### src/rtl/aes_shift_pkg.sv
// Shared helpers for the ShiftRows stream stage: width helpers and the row rotator.
package aes_shift_pkg;

  // Rotator is written against the largest supported row; NB <= NB_MAX and BW <= BW_MAX.
  localparam int unsigned NB_MAX    = 16;
  localparam int unsigned BW_MAX    = 16;
  localparam int unsigned ROW_MAX_W = NB_MAX * BW_MAX;
  localparam int unsigned IDX_W     = $clog2(ROW_MAX_W);

  // Index width for a range of n values, never below one bit.
  function automatic int unsigned idx_w(input int unsigned n);
    return (n > 1) ? $clog2(n) : 1;
  endfunction

  // Source column feeding output column j for a rotation by k (k < nb).
  function automatic int unsigned src_col(input int unsigned j, input int unsigned k,
                                          input int unsigned nb, input logic inv);
    int unsigned s;
    s = inv ? (j + nb - k) : (j + k);
    if (s >= nb) s = s - nb;
    return s;
  endfunction

  // Cyclic byte rotation of one row: forward out[j]=in[j+k], inverse out[j]=in[j-k].
  function automatic logic [ROW_MAX_W-1:0] rot_row(input logic [ROW_MAX_W-1:0] data,
                                                   input int unsigned k,
                                                   input int unsigned nb,
                                                   input int unsigned bw,
                                                   input logic inv);
    logic [ROW_MAX_W-1:0] res;
    int unsigned s;
    res = '0;
    for (int unsigned j = 0; j < NB_MAX; j++) begin
      if (j < nb) begin
        s = src_col(j, k, nb, inv);
        for (int unsigned b = 0; b < BW_MAX; b++) begin
          if (b < bw) res[IDX_W'(j * bw + b)] = data[IDX_W'(s * bw + b)];
        end
      end
    end
    return res;
  endfunction

endpackage

### src/rtl/mod_sync_fifo.sv
// Small synchronous FIFO with wrapping pointers; storage is cleared on reset/flush.
module mod_sync_fifo #(
  parameter int unsigned DEPTH = 2,
  parameter int unsigned WIDTH = 8
) (
  input  logic             clk,
  input  logic             rst,
  input  logic             flush,
  input  logic             push,
  input  logic             pop,
  input  logic [WIDTH-1:0] wdata,
  output logic [WIDTH-1:0] rdata,
  output logic             full,
  output logic             empty
);

  localparam int unsigned PW = $clog2(DEPTH);
  localparam int unsigned CW = PW + 1;

  logic [WIDTH-1:0] mem [DEPTH];
  logic [PW-1:0]    wptr;
  logic [PW-1:0]    rptr;
  logic [CW-1:0]    count;
  logic             do_push;
  logic             do_pop;

  // A full FIFO refuses pushes even when a pop happens in the same cycle.
  assign full    = (count == CW'(DEPTH));
  assign empty   = (count == '0);
  assign do_push = push && !full;
  assign do_pop  = pop && !empty;
  assign rdata   = mem[rptr];

  // Pointer, count and storage update.
  always_ff @(posedge clk) begin
    if (rst || flush) begin
      wptr  <= '0;
      rptr  <= '0;
      count <= '0;
      for (int unsigned i = 0; i < DEPTH; i++) mem[PW'(i)] <= '0;
    end else begin
      if (do_push) begin
        mem[wptr] <= wdata;
        wptr      <= wptr + PW'(1);
      end
      if (do_pop) rptr <= rptr + PW'(1);
      case ({do_push, do_pop})
        2'b10:   count <= count + CW'(1);
        2'b01:   count <= count - CW'(1);
        default: ;
      endcase
    end
  end

endmodule

### src/rtl/mod_enc_shiftrows_stream.sv
// Streaming ShiftRows / InvShiftRows stage: rotates each row by its index and queues the result.
module mod_enc_shiftrows_stream
  import aes_shift_pkg::*;
#(
  parameter int unsigned NB    = 4,
  parameter int unsigned NROWS = 4,
  parameter int unsigned BW    = 8,
  parameter int unsigned DEPTH = 2
) (
  input  logic                      clk,
  input  logic                      resetn,
  input  logic                      flush,
  input  logic                      in_valid,
  output logic                      in_ready,
  input  logic [NB*BW-1:0]          in_data,
  input  logic                      in_inv,
  output logic                      out_valid,
  input  logic                      out_ready,
  output logic [NB*BW-1:0]          out_data,
  output logic [idx_w(NROWS)-1:0]   out_row,
  output logic                      out_last,
  output logic                      out_inv
);

  localparam int unsigned ROW_W = NB * BW;
  localparam int unsigned RW    = idx_w(NROWS);
  localparam int unsigned EW    = ROW_W + RW + 2;

  logic [RW-1:0]    row_q;
  logic             mode_q;
  logic             clr;
  logic             accept;
  logic             row_last;
  logic             eff_inv;
  logic             fifo_full;
  logic             fifo_empty;
  logic [ROW_W-1:0] rot_data;
  logic [EW-1:0]    wr_entry;
  logic [EW-1:0]    rd_entry;

  // resetn is an active-high synchronous clear; flush has the same effect.
  assign clr      = resetn || flush;
  assign in_ready = !fifo_full;
  assign accept   = in_valid && in_ready && !clr;
  assign row_last = (row_q == RW'(NROWS - 1));

  // Row 0 takes the live mode bit; later rows reuse the mode latched on row 0.
  assign eff_inv  = (row_q == '0) ? in_inv : mode_q;

  // Rotation sits at the FIFO write port, so outputs only ever come from storage.
  assign rot_data = ROW_W'(rot_row(ROW_MAX_W'(in_data), 32'(row_q) % NB, NB, BW, eff_inv));
  assign wr_entry = {rot_data, row_q, row_last, eff_inv};

  // Row counter and block-mode register.
  always_ff @(posedge clk) begin
    if (clr) begin
      row_q  <= '0;
      mode_q <= 1'b0;
    end else if (accept) begin
      if (row_q == '0) mode_q <= in_inv;
      row_q <= row_last ? '0 : row_q + RW'(1);
    end
  end

  mod_sync_fifo #(
    .DEPTH (DEPTH),
    .WIDTH (EW)
  ) u_fifo (
    .clk   (clk),
    .rst   (resetn),
    .flush (flush),
    .push  (accept),
    .pop   (out_ready),
    .wdata (wr_entry),
    .rdata (rd_entry),
    .full  (fifo_full),
    .empty (fifo_empty)
  );

  assign out_valid = !fifo_empty;
  assign out_data  = rd_entry[EW-1 -: ROW_W];
  assign out_row   = rd_entry[RW+1:2];
  assign out_last  = rd_entry[1];
  assign out_inv   = rd_entry[0];

endmodule

### config.mk
export PLATFORM = sky130hd
export DESIGN_NAME = mod_enc_shiftrows_stream
export DESIGN_NICKNAME = d
export VERILOG_FILES = /design/src/rtl/aes_shift_pkg.sv /design/src/rtl/mod_sync_fifo.sv /design/src/rtl/mod_enc_shiftrows_stream.sv
export SDC_FILE = /design/constraint.sdc
export NUM_CORES = 1
export LEC_CHECK = 0
export CAP_MARGIN = 25
export CORE_MARGIN = 4
export CORE_UTILIZATION = 25
export CTS_BUF_LIST = sky130_fd_sc_hd__clkbuf_4 sky130_fd_sc_hd__clkbuf_8
export CTS_CLUSTER_DIAMETER = 60
export DETAILED_ROUTE_END_ITERATION = 8
export PLACE_DENSITY = 0.5
export SYNTH_ARGS = -nofsm -noshare
export SYNTH_HDL_FRONTEND = slang
export SYNTH_SLANG_ARGS = --single-unit
### constraint.sdc
create_clock -name clk -period 3.8 [get_ports clk]
set_input_delay 1.14 -clock clk [delete_from_list [all_inputs] [get_ports clk]]
set_output_delay 1.14 -clock clk [all_outputs]
set_load 0.01 [all_outputs]
==> impl_metrics.json <==
{
  "status": "completed",
  "fmax_ghz": 0.3114,
  "gp_congestion": 0.7187,
  "timing_worst_slew_pin_value_ns": 0.5375,
  "ys_seq_area_frac": 0.5628,
  "cts.path.max_buffers": 2,
  "syn-instance-count": 317,
  "ff_latch_area_um2": 2323,
  "htree_levels": 3,
  "arrival_ns": 2.07,
  "fp.coreArea_um2": 16000,
  "post_cts_buffers": 0,
  "nFillCells": 1650,
  "die-area_um2": 18630,
  "yosys_most_used_dff": "edfxtp_1",
  "multi_input_area_um2": 1685,
  "stdcell_area_um2": 5349,
  "grt_pass1_wl_mm": 15.72,
  "timing.critical_path.slowest_stage_cell": "clkdlybuf4s50_1",
  "synthTopCellsByArea": "edfxtp_1 (52%), mux2_2 (16%), mux2i_1 (8.2%), nor2_1 (6.9%), dfxtp_1 (3.9%)",
  "crit_required_ns": 2.66,
  "drv_cap": 0,
  "ys_seq_elements": 80,
  "avgSynthCellArea_um2": 13.02,
  "yosys-top-cells-count": "nor2_1 (76), edfxtp_1 (72), mux2_2 (60), mux2i_1 (34), clkbuf_1 (9)",
  "vias": 2678,
  "hold_buffers": 0,
  "cts-resized-gates": 0,
  "hold_depth": 2,
  "drv_slew": 0,
  "crit_type": "reg -> out",
  "rsz0062_at_grt": "no",
  "wire_per_inst_um": 16.46,
  "drive_above_1_share": 0.2313,
  "pin_count": 76,
  "place_area_um2": 5139,
  "finalClockSkew_ns": 0.006861,
  "grt_use_total": 0.1142,
  "p_leak_nw": 2.133,
  "tns_ns": 0,
  "drc": 0,
  "cts_tree": "built",
  "hpwl_mm": 6.981,
  "cpLargestDelayFamily": "buffers and inverters",
  "grt_busiest_layer": "met2",
  "vdd_drop_max_v": 0.0001436,
  "r2r-end": "u_fifo.mem[1][6]",
  "n_antenna_cell": 0,
  "period_share": 0.8449,
  "synth_warnings": 0,
  "worst-path-buf-inv": 2,
  "setup_viol": 0,
  "chipHeight_um": 136.5,
  "dr.first_iter.drc_count": 99,
  "fp.dieW_um": 136.5,
  "use_met1": 0.1478,
  "start_kind": "flop",
  "clkLatencyLatePin_ns": 0.36,
  "cpPeakStageDelay_ns": 0.49,
  "cp_cell_sequence": "buf_4, mux2_2, clkdlybuf4s50_1",
  "routed_via_density": 4.333,
  "cts_buffers": 9,
  "area_growth_pct": 29.62,
  "power_density_nw_per_um2": 370.7,
  "hold-path-endpoint": "u_fifo.count[1]",
  "syn-num-nets": 360,
  "synth_cell_types": 27,
  "grt.overflow.total": 0,
  "synth.largest_area_cell": "edfxtp_1",
  "grt_start_max_net_pins": 37,
  "fin_ws_ns": 0.5892,
  "crit_fanout": 36,
  "hp-start": "u_fifo.count[1]",
  "r2r_cells": 7,
  "drtAntennaViolNets": 0,
  "synth_enable_flop_cells": 72,
  "wirelength_mm": 10.17,
  "clkTransAtPathRegs_ns": 0.08,
  "clkSinkCount": 80,
  "fp-row-count": 46,
  "async_reset_ff_frac": 0,
  "yosys.cell_count.top_type": "nor2_1",
  "use_met2": 0.1835,
  "slew_headroom": 0.6417,
  "hold_path.class": "reg -> reg",
  "utilization": 0.3343,
  "cts_root_buf": "clkbuf_8",
  "worst-r2r-setup-slack_ns": 1.24,
  "hold_violations": 0,
  "place_ws_ns": 0.5820,
  "antenna_found_initial": 0,
  "grt_pass1_vias": 2906,
  "min_period_ns": 3.211,
  "start_util": 0.2579,
  "final_nets": 440,
  "syn_area_um2": 4126,
  "port_buffers": 75,
  "reg2reg_from": "row_q[1]",
  "met3_usage": 0.02443,
  "drt_pass1_iterations": 4,
  "netlist.area_leader.share": 0.5240,
  "critical_path.endpoint_type": "output pin"
}
==> logic make-up (layout without fill, tap and decap cells) <==
logic type / count (synthesis) / in the layout / synth area share
xor+xnor: 4 / 4 / 0.008492
simple gates: 94 / 94 / 0.09188
buf+inv: 23 / 108 / 0.02880
compound gates: 6 / 6 / 0.008487
fa+ha+maj: 5 / 5 / 0.01516
mux: 105 / 105 / 0.2844
flops: 80 / 80 / 0.5628
==> tightest hold or removal path, cell delays in order (launching register included) <==
cell and delay, ns:
dfxtp_1 0.33, o21ai_0 0.07, a21oi_1 0.06
==> final cells by class <==
type,count,share of cell area
flip-flops and latches,80,0.4344
multi-input cells,214,0.3151
repair buffers,87,0.1572
well taps,216,0.05053
clock buffers,9,0.02316
clock inverters,7,0.01614
inverters,5,0.003509
==> placed cells by master, fill, tap and decap left out, types with 5 or more instances in the layout <==
cell             instances
buf_4                   12
clkbuf_8                 9
clkdlybuf4s50_1         75
dfxtp_1                  7
edfxtp_1                72
ha_1                     5
inv_1                    5
mux2_1                   8
mux2_2                  60
mux2i_1                 34
nand2_1                  5
nor2_1                  76
==> power by group <==
part | total (W) | switching [W] | internal, W
registers | 0.00102 | 0.0000112 | 0.00100
logic | 0.000298 | 0.000141 | 0.000157
clock network | 0.000669 | 0.000305 | 0.000364
total | 0.00198 | 0.000458 | 0.00152
==> layer usage <==
layer | vias up | part of all wire
met5 | - | 0
met4 | 0 | 0.019
met3 | 14 | 0.040
met2 | 59 | 0.48
met1 | 1311 | 0.46
li1 | 1294 | -
==> through the flow <==
step | total power, W | std cells | hold slack, ns
3_5_place_dp | 0.001340 | 602 | 0.4982
2_1_floorplan | 0.001195 | 317 | 0.4668
4_1_cts | 0.002019 | 618 | 0.5105
6_report | 0.001983 | 618 | 0.5074
5_1_grt | 0.002081 | 618 | 0.5599
3_3_place_gp | 0.001338 | 602 | 0.4799
==> flip-flops by register name, summed over array words and instances (netlist names), named ones only <==
register / flops
mode_q: 1
u_fifo.wptr: 1
row_q: 2
u_fifo.mem: 72
u_fifo.rptr: 1
u_fifo.count: 2
==> worst max path at each step <==
| stage | startpoint | endpoint | slack (ns) | cells past startpoint |
|---|---|---|---|---|
| after detailed placement | in_inv | u_fifo.mem[1][15] | 0.58 | 6 |
| after global routing | flop | out_data[30] | 0.50 | 3 |
| after global placement | in_inv | u_fifo.mem[1][6] | 0.61 | 6 |
| after CTS | flop | out_data[30] | 0.53 | 3 |
| after floorplan | flush | u_fifo.mem[0][0] | 0.75 | 5 |
| final | flop | out_data[30] | 0.59 | 3 |
Note: power is estimated with default switching activity, not from simulation.
